[config.mk]
export PLATFORM = sky130hd
export DESIGN_NAME = layer_controller
export DESIGN_NICKNAME = d
export VERILOG_FILES = /design/src/rtl/layer_controller.sv
export SDC_FILE = /design/constraint.sdc
export NUM_CORES = 1
export LEC_CHECK = 0
export ABC_AREA = 1
export BUFFER_PORTS_ARGS = -buffer_cell sky130_fd_sc_hd__buf_2
export CAP_MARGIN = 5
export CORE_ASPECT_RATIO = 1.2
export CORE_UTILIZATION = 54
export CTS_BUF_LIST = sky130_fd_sc_hd__clkbuf_16
export DETAILED_ROUTE_END_ITERATION = 16
export PLACE_DENSITY = 0.87
export SYNTH_ARGS = -nofsm -noshare
export SYNTH_HDL_FRONTEND = slang
export SYNTH_SLANG_ARGS = --single-unit
[constraint.sdc]
create_clock -name clk -period 3.93 [get_ports clk]
set_input_delay 0 -clock clk [delete_from_list [all_inputs] [get_ports clk]]
set_output_delay 0 -clock clk [all_outputs]
set_load 0.1 [all_outputs]
[src/rtl/layer_controller.sv]
// layer_controller
//   Sequences one fully-connected layer through an inference pass: pulses
//   neuron_reset, streams NUM_INPUTS activations from a synchronous-read
//   buffer to every neuron, then collects each neuron's output into a
//   registered layer vector. A pass that does not see every neuron report
//   within TIMEOUT_CYCLES wait cycles ends in a sticky error.
//
// Ports
//   clk              system clock, rising edge
//   reset            asynchronous, active-low reset
//   start            request one pass (sampled only in IDLE)
//   busy             high in every state except IDLE
//   done             1-cycle pulse, all neuron outputs captured
//   error            sticky wait timeout, cleared by an accepted start
//   in_addr          input buffer read address
//   in_data          buffer read data, valid one cycle after in_addr
//   neuron_reset     clears neuron accumulators (active-high)
//   neuron_in        activation broadcast to all neurons
//   neuron_valid     qualifies neuron_in
//   neuron_out_valid per-neuron output-valid strobes
//   neuron_out       neuron outputs, neuron n at [n*DATA_WIDTH +: DATA_WIDTH]
//   layer_out        captured neuron outputs, same packing
//   layer_out_valid  layer_out holds a complete pass
//
// state    | meaning
// ---------+-----------------------------------------------------------
// S_IDLE   | waiting for start
// S_CLEAR  | neuron_reset pulse, address 0 presented to the buffer
// S_STREAM | addresses 1..NUM_INPUTS-1 issued, activations drain out
// S_WAIT   | capturing neuron outputs, timeout timer running
// S_DONE   | done pulse, layer_out_valid set
// S_ERR    | timeout reported, partial captures left visible

module layer_controller #(
  parameter int NUM_INPUTS     = 16,
  parameter int NUM_NEURONS    = 4,
  parameter int DATA_WIDTH     = 8,
  parameter int ADDR_WIDTH     = 4,
  parameter int TIMEOUT_CYCLES = 64
) (
  input  logic                              clk,
  input  logic                              reset,
  input  logic                              start,
  output logic                              busy,
  output logic                              done,
  output logic                              error,
  output logic [ADDR_WIDTH-1:0]             in_addr,
  input  logic [DATA_WIDTH-1:0]             in_data,
  output logic                              neuron_reset,
  output logic [DATA_WIDTH-1:0]             neuron_in,
  output logic                              neuron_valid,
  input  logic [NUM_NEURONS-1:0]            neuron_out_valid,
  input  logic [NUM_NEURONS*DATA_WIDTH-1:0] neuron_out,
  output logic [NUM_NEURONS*DATA_WIDTH-1:0] layer_out,
  output logic                              layer_out_valid
);

  localparam int SCW = $clog2(NUM_INPUTS + 1);
  localparam int WCW = $clog2(TIMEOUT_CYCLES + 1);

  localparam logic [ADDR_WIDTH-1:0] LAST_ADDR   = ADDR_WIDTH'(NUM_INPUTS - 1);
  localparam logic [SCW-1:0]        STREAM_LOAD = SCW'(NUM_INPUTS);
  localparam logic [WCW-1:0]        WAIT_LOAD   = WCW'(TIMEOUT_CYCLES - 1);

  typedef enum logic [2:0] {
    S_IDLE   = 3'd0,
    S_CLEAR  = 3'd1,
    S_STREAM = 3'd2,
    S_WAIT   = 3'd3,
    S_DONE   = 3'd4,
    S_ERR    = 3'd5
  } state_t;

  state_t state, state_nxt;

  // Timers count down to a terminal count of zero.
  // str_left: NUM_INPUTS on the first STREAM cycle, 0 on the last one.
  // wait_left: TIMEOUT_CYCLES-1 on the first WAIT cycle, 0 on the last one.
  logic [SCW-1:0]                    str_left, str_left_nxt;
  logic [WCW-1:0]                    wait_left, wait_left_nxt;
  logic [NUM_NEURONS-1:0]            mask, mask_nxt, capture;
  logic [ADDR_WIDTH-1:0]             in_addr_nxt;
  logic                              error_nxt, lov_nxt;
  logic [NUM_NEURONS*DATA_WIDTH-1:0] layer_out_nxt;
  // High for one cycle after a real buffer address was presented; delays to
  // neuron_valid through the same output register as the data.
  logic                              rd_valid, rd_valid_nxt;

  always_ff @(posedge clk or negedge reset) begin
    if (!reset) begin
      state <= S_IDLE;
    end else begin
      state <= state_nxt;
    end
  end

  always_comb begin
    state_nxt     = state;
    str_left_nxt  = str_left;
    wait_left_nxt = wait_left;
    mask_nxt      = mask;
    capture       = '0;
    in_addr_nxt   = in_addr;
    error_nxt     = error;
    lov_nxt       = layer_out_valid;
    layer_out_nxt = layer_out;
    rd_valid_nxt  = 1'b0;

    case (state)
      S_IDLE: begin
        if (start) begin
          state_nxt     = S_CLEAR;
          in_addr_nxt   = '0;
          mask_nxt      = '0;
          error_nxt     = 1'b0;
          lov_nxt       = 1'b0;
          layer_out_nxt = '0;
        end
      end

      S_CLEAR: begin
        state_nxt    = S_STREAM;
        str_left_nxt = STREAM_LOAD;
        rd_valid_nxt = 1'b1;
        in_addr_nxt  = (in_addr == LAST_ADDR) ? in_addr : in_addr + ADDR_WIDTH'(1);
      end

      S_STREAM: begin
        // Address k+1 is issued on STREAM cycle k; the final two cycles only
        // drain the buffer latency and the output register.
        rd_valid_nxt = (str_left > SCW'(1));
        in_addr_nxt  = (in_addr == LAST_ADDR) ? in_addr : in_addr + ADDR_WIDTH'(1);
        if (str_left == '0) begin
          state_nxt     = S_WAIT;
          wait_left_nxt = WAIT_LOAD;
        end else begin
          str_left_nxt = str_left - SCW'(1);
        end
      end

      S_WAIT: begin
        capture  = neuron_out_valid & ~mask;
        mask_nxt = mask | capture;
        for (int n = 0; n < NUM_NEURONS; n++) begin
          if (capture[n]) begin
            layer_out_nxt[n*DATA_WIDTH +: DATA_WIDTH] = neuron_out[n*DATA_WIDTH +: DATA_WIDTH];
          end
        end
        // Completion is tested first so a final capture on the timeout cycle
        // still finishes cleanly.
        if (&mask_nxt) begin
          state_nxt = S_DONE;
          lov_nxt   = 1'b1;
        end else if (wait_left == '0) begin
          state_nxt = S_ERR;
          error_nxt = 1'b1;
        end else begin
          wait_left_nxt = wait_left - WCW'(1);
        end
      end

      S_DONE: state_nxt = S_IDLE;

      S_ERR: state_nxt = S_IDLE;

      default: state_nxt = S_IDLE;
    endcase
  end

  // Status outputs are registered from the next state so they line up with
  // the state they describe.
  always_ff @(posedge clk or negedge reset) begin
    if (!reset) begin
      str_left        <= '0;
      wait_left       <= '0;
      mask            <= '0;
      in_addr         <= '0;
      error           <= 1'b0;
      layer_out_valid <= 1'b0;
      layer_out       <= '0;
      busy            <= 1'b0;
      done            <= 1'b0;
      neuron_reset    <= 1'b0;
      rd_valid        <= 1'b0;
      neuron_valid    <= 1'b0;
      neuron_in       <= '0;
    end else begin
      str_left        <= str_left_nxt;
      wait_left       <= wait_left_nxt;
      mask            <= mask_nxt;
      in_addr         <= in_addr_nxt;
      error           <= error_nxt;
      layer_out_valid <= lov_nxt;
      layer_out       <= layer_out_nxt;
      busy            <= (state_nxt != S_IDLE);
      done            <= (state_nxt == S_DONE);
      neuron_reset    <= (state_nxt == S_CLEAR);
      rd_valid        <= rd_valid_nxt;
      neuron_valid    <= rd_valid;
      neuron_in       <= rd_valid ? in_data : '0;
    end
  end

endmodule

==> results of run 1 <==
==> per-stage QoR <==
stage                     hold WS (ns)  setup slack, ns
after global routing            0.0583             2.23
after floorplan                 -0.296             2.03
after global placement           0.186             2.51
after detailed placement         0.193             2.46
final                           0.0564             2.39
after CTS                       0.0436             2.44
==> path summary, 6_finish.rpt <==
path	depth (start not counted)	end
setup / recovery	10	wait_left[5]
hold / removal	3	mask[0]
setup reg to reg	10	wait_left[5]
hold reg to reg	2	wait_left[0]
max in group asynchronous	3	layer_out[16]
min in group asynchronous	3	layer_out[25]
==> logic make-up after synthesis <==
family	share of synthesized area (%)
flops	54.7
xor+xnor	0.820
simple gates	23.2
buf+inv	10.3
fa+ha+maj	2.34
compound gates	8.67
==> critical path, stage by stage, from the launching register on <==
cell,delay [ns]
dfrtp_1,0.37
inv_1,0.15
ha_1,0.17
inv_1,0.04
nor2_1,0.09
nand3_1,0.16
nand2_1,0.12
nand2_2,0.09
nand3_2,0.14
nand2_1,0.07
nand2_1,0.06
==> metal layers <==
metal  share of wire [%]  vias to the layer above  track usage (%)  wire (µm)
met5                   0                        -                0          0
li1                    -                     1402                -          -
met2                  52                      152             54.8       4860
met1                  38                     1504             38.2       3560
met4                 3.3                        0             16.6        310
met3                 6.0                       27             5.12        553
==> sequential cells by signal, summed over array words and instances (netlist names) <==
register and flops:
layer_out 32, neuron_in 8, wait_left 7, str_left 5, in_addr 4, mask 4, state 3, busy 1
done 1, error 1, layer_out_valid 1, neuron_reset 1, neuron_valid 1, rd_valid 1
==> cell type report <==
type	instances	area (µm²)	share of cell area (%)
repair buffers	139	906	20.4
well taps	80	100	2.26
clock buffers	9	225	5.07
clock inverters	7	88.8	2.00
inverters	63	244	5.50
flip-flops and latches	70	1750	39.5
multi-input cells	205	1120	25.3
==> layout by cell type, fill, tap and decap left out, drive strengths merged, types with 3 or more instances in the layout <==
| master | synthesis | routed |
|---|---|---|
| xor2 | 3 | 3 |
| o22ai | 5 | 5 |
| ha | 6 | 6 |
| a21oi | 6 | 6 |
| dfrtp | 70 | 70 |
| clkbuf | 3 | 9 |
| inv | 63 | 63 |
| nand2 | 57 | 57 |
| buf | 7 | 98 |
| or2 | 3 | 3 |
| o21ai | 39 | 39 |
| dlygate4sd3 | 0 | 41 |
| clkinv | 0 | 4 |
| nand4 | 4 | 4 |
| nor2 | 18 | 18 |
| nand3 | 60 | 60 |
==> flow_summary_export.csv, run 1 <==
group,metric,value,unit
clock_network,clockRootBuffer,"clkbuf_16",
clock_network,max-clock-path-buffers,2,
floorplanning,core.rowCount,30,
logic_synthesis,yosys-top-cells-count,"70 x dfrtp_1, 60 x inv_1, 53 x nand2_1",
clock_network,numCtsBuffers,9,
clock_network,postCtsHoldBufs,41,
logic_synthesis,synth.most_common_cell,"dfrtp_1",
cells_and_area,fill_cells,338,
placed_design,gp_congestion,0.867,
floorplanning,die_area,6250,µm²
logic_synthesis,yosysWarnings,0,
floorplanning,fp.dieH,86.4,µm
global_routing,antenna_found_initial,0,
sta,setup_viol,0,
detailed_routing,routed-via-count,3085,
cells_and_area,fin_util,77.8,%
flow_run,maxCapViolations,0,
placed_design,place_hpwl,4530,µm
clock_network,cts_tree,"yes",
floorplanning,start_util,56.2,%
logic_synthesis,synth-edff-count,0,
cells_and_area,final_layout_size_suffix_gt1_share,26.8,%
clock_network,h-tree-depth,3,
sta,tns,0,ns
worst_setup_path,crit_required,4.20,ns
logic_synthesis,yosys-top-cells-area,"dfrtp_1 55%, nand3_1 8.1%, inv_1 7.0%",
logic_synthesis,ys_async_sr_fraction,100,%
worst_setup_path,critPathArrivalTime,1.80,ns
worst_setup_path,end_kind,"flip-flop",
detailed_routing,drt-total-wl,9280,µm
clock_network,path_clk_slew,0.06,ns
global_routing,grt_pass1_wl,14900,µm
logic_synthesis,synth_top_area_share,54.7,%
sta,worstMarginPinSlew,0.864,ns
sta,fmax,651,MHz
clock_network,post_cts_buffers,0,
worst_setup_path,r2r_slack,2.39,ns
global_routing,grt_pass1_vias,3143,
logic_synthesis,synthesis.nets,401,
clock_network,clock-sinks,70,
clock_network,post_cts_resized,0,
sta,layout_min_cycle_time,1.54,ns
worst_setup_path,reg2reg_from,"wait_left[0]",
sta,period_share,39.1,%
floorplanning,fp.dieW,72.3,µm
sta,final_hold_viol_count,0,
detailed_routing,drc,0,
logic_synthesis,synth_area,3200,µm²
cells_and_area,diodes,0,
detailed_routing,wl_per_cell,16.2,µm
global_routing,overflow,0,
worst_setup_path,cp-start-kind,"flip-flop",
sta,rsz0062_at_grt,"false",
cells_and_area,finalInstanceArea,4440,µm²
clock_network,worstSkewPairLatency,0.33,ns
worst_setup_path,cp_max_fo,6,
worst_setup_path,critPathKind,"flip-flop to flip-flop",
worst_hold_path,hold_path_startpoint,"neuron_out_valid[0]",
detailed_routing,drtIter0Drc,186,
sta,relSlewSlack,42.4,%
logic_synthesis,ys.flop_type,"dfrtp_1",
logic_synthesis,synth_top_area_cell,"dfrtp_1",
outcome,status,"completed",
worst_hold_path,hp-class,"input pin to flip-flop",
global_routing,grt_max_degree,71,
logic_synthesis,synth_seq_cells,70,
cells_and_area,syn_to_final_growth,38.5,%
placed_design,io_buffer_count,96,
placed_design,place_inst,516,
global_routing,track_usage,31.8,%
sta,slew_viol_final,0,
worst_setup_path,crit_start,"wait_left[0]",
detailed_routing,ant_nets,0,
logic_synthesis,ys_seq_area_share,54.7,%
floorplanning,ioPinCount,97,
detailed_routing,drt_pre_antenna_iters,4,
logic_synthesis,postSynthAreaPerCell,9.21,µm²
placed_design,dpl_cell_area,3710,µm²
cells_and_area,fin_nets,541,
sta,clock-skew-final,0.00715,ns
cells_and_area,final-instance-count-excl-fill,573,
floorplanning,core_region_area,5710,µm²
detailed_routing,vias_per_cell,5.38,
logic_synthesis,synth_cell_type_count,29,
logic_synthesis,synthCells,348,
Power of run 1 is left out: the tool's default activity adds up to more than one toggle a clock period on the data nets, which glitch-free logic cannot reach.
==> run 2, diff against run 1 <==
--- a/config.mk
+++ b/config.mk
@@ -9,10 +9,10 @@
 export BUFFER_PORTS_ARGS = -buffer_cell sky130_fd_sc_hd__buf_2
 export CAP_MARGIN = 5
 export CORE_ASPECT_RATIO = 1.2
-export CORE_UTILIZATION = 54
+export CORE_UTILIZATION = 46
 export CTS_BUF_LIST = sky130_fd_sc_hd__clkbuf_16
 export DETAILED_ROUTE_END_ITERATION = 16
-export PLACE_DENSITY = 0.87
+export PLACE_DENSITY = 0.79
 export SYNTH_ARGS = -nofsm -noshare
 export SYNTH_HDL_FRONTEND = slang
 export SYNTH_SLANG_ARGS = --single-unit
==> constraint.sdc (replaced) <==
create_clock -name clk -period 1.4 [get_ports clk]
set_input_delay 0 -clock clk [delete_from_list [all_inputs] [get_ports clk]]
set_output_delay 0 -clock clk [all_outputs]
set_load 0.1 [all_outputs]
==> flow_summary_export.csv, run 2 (synthesis gave the netlist of run 1 again) <==
group,metric,value,unit
outcome,status,"finished with violations",
outcome,violations,"negative setup slack",
cells_and_area,final_layout_size_suffix_gt1_share,32.7,%
sta,clock-skew-final,0.0104,ns
floorplanning,fp.dieH,93.4,µm
global_routing,grt_pass1_vias,2687,
cells_and_area,fill_cells,489,
worst_setup_path,critPathMostFrequentCell,"nand2_1",
worst_setup_path,cp-start-kind,"flip-flop",
worst_setup_path,end_kind,"flip-flop",
worst_setup_path,critPathKind,"flip-flop to flip-flop",
worst_hold_path,hp-class,"input pin to flip-flop",
sta,period_share,101,%
clock_network,clockRootBuffer,"clkbuf_16",
worst_setup_path,path_cells,"inv_2 -> ha_4 -> inv_2 -> nor2_1 -> nand3_1 -> nand2_1 -> nand2_2 -> nand3_4 -> nand2_1 -> nand2_1",
clock_network,worstSkewPairLatency,0.33,ns
global_routing,grt_max_degree,71,
worst_setup_path,slowest_delay,0.39,ns
detailed_routing,drt_pre_antenna_iters,4,
cells_and_area,largestRegisters,"layer_out: 32 flops, neuron_in: 8 flops, wait_left: 7 flops",
placed_design,place_hpwl,4630,µm
cells_and_area,final_common_cell,"buf_2",
worst_setup_path,crit_required,1.66,ns
sta,holdWs,0.0457,ns
clock_network,path_clk_slew,0.05,ns
global_routing,grt_pass1_wl,12100,µm
sta,relSlewSlack,67.1,%
sta,final_hold_viol_count,0,
worst_setup_path,r2r_slack,-0.008,ns
cells_and_area,final_cell_mix,"96 x buf_2, 65 x dfrtp_1, 56 x inv_1",
worst_setup_path,critPathArrivalTime,1.67,ns
detailed_routing,vias_per_cell,4.92,
clock_network,numCtsBuffers,9,
sta,tns,-0.00790,ns
detailed_routing,drt-total-wl,7740,µm
cells_and_area,fin_nets,556,
sta,slew_viol_final,0,
floorplanning,fp.dieW,78.2,µm
floorplanning,die_area,7310,µm²
clock_network,cts_tree,"yes",
sta,layout_min_cycle_time,1.41,ns
cells_and_area,top_register,"layer_out",
clock_network,max-clock-path-buffers,2,
global_routing,antenna_found_initial,0,
cells_and_area,diodes,0,
worst_setup_path,critical_path.top_delay_family,"simple AND/OR/NAND/NOR gates",
cells_and_area,syn_to_final_growth,45.5,%
detailed_routing,routed-via-count,2918,
sta,worstMarginPinSlew,0.497,ns
sta,fin_ws,-0.00790,ns
sta,rsz0062_at_grt,"true",
detailed_routing,wl_per_cell,13.0,µm
global_routing,overflow,0,
detailed_routing,ant_nets,0,
floorplanning,core_region_area,6570,µm²
worst_setup_path,cp_max_fo,6,
placed_design,gp_congestion,0.911,
worst_setup_path,path_buf_inv,2,
sta,fmax,710,MHz
flow_run,maxCapViolations,0,
floorplanning,ioPinCount,97,
detailed_routing,drtIter0Drc,133,
clock_network,clock-sinks,70,
detailed_routing,drc,0,
global_routing,track_usage,21.6,%
floorplanning,start_util,48.8,%
worst_setup_path,cpMaxStageDelayCell,"dfrtp_1",
placed_design,io_buffer_count,96,
cells_and_area,largest_reg_flops,32,
clock_network,h-tree-depth,3,
floorplanning,core.rowCount,32,
sta,setup_viol,1,
[run 2: changes by cell type in the layout (fill, tap and decap cells not counted), sizes merged]
| cell | delta |
|---|---|
| clkinv | -1 |
| nand3 | +1 |
| inv | +1 |
| buf | +14 |
[run 2: worst paths after layout]
check / startpoint / depth (start not counted) / endpoint
setup / recovery: wait_left[0] / 10 / wait_left[1]
hold / removal: neuron_out_valid[0] / 3 / mask[0]
setup reg to reg: wait_left[0] / 10 / wait_left[1]
hold reg to reg: layer_out_valid / 1 / layer_out_valid
max in group asynchronous: reset / 3 / in_addr[1]
min in group asynchronous: reset / 3 / wait_left[2]
[run 2: metrics by stage]
step / instances / setup WS [ns] / cell area (µm²) / utilization [%]
finish: 593 / -0.00790 / 4660 / 71.0
global route: 593 / -0.0696 / 4660 / 71.0
CTS: 584 / 0.00388 / 4540 / 69.1
detailed placement: 526 / 0.00403 / 3800 / 57.9
global placement: 526 / 0.0339 / 3800 / 57.9
floorplan: 348 / 0.000393 / 3230 / -
[run 2: metal layers]
| layer | wire, µm | GRT usage (%) | up-vias |
|---|---|---|---|
| met3 | 452 | 6.63 | 14 |
| met5 | 0 | 0 | - |
| met4 | 110 | 5.71 | 0 |
| met2 | 3970 | 38.6 | 106 |
| li1 | - | - | 1434 |
| met1 | 3210 | 24.9 | 1364 |
[run 2: layout make-up]
| type | instances | area (µm²) | share of cell area [%] |
|---|---|---|---|
| clock buffers | 9 | 225 | 4.83 |
| multi-input cells | 206 | 1200 | 25.7 |
| repair buffers | 153 | 1040 | 22.2 |
| clock inverters | 7 | 87.6 | 1.88 |
| flip-flops and latches | 70 | 1760 | 37.8 |
| well taps | 85 | 106 | 2.28 |
| inverters | 63 | 249 | 5.34 |
[run 2: repair_timing]
item | CTS | global route
endpoints found under the setup margin | 7 | 42
pin swaps | 1 | 11
hold endpoints to repair | 110 | 0
resized for setup | 1 | 19
gates cloned | 0 | 1
hold buffers | 41 | 0
buffers inserted | 1 | 8
[run 2: worst min-delay path: cells and delay by family]
family | cells | cell delay [ns]
AOI/OAI and AO/OA | 1 | 0.15
buffers and inverters | 1 | 0.11
and+or+nand+nor | 1 | 0.06
Power of run 2 is left out for the same reason.
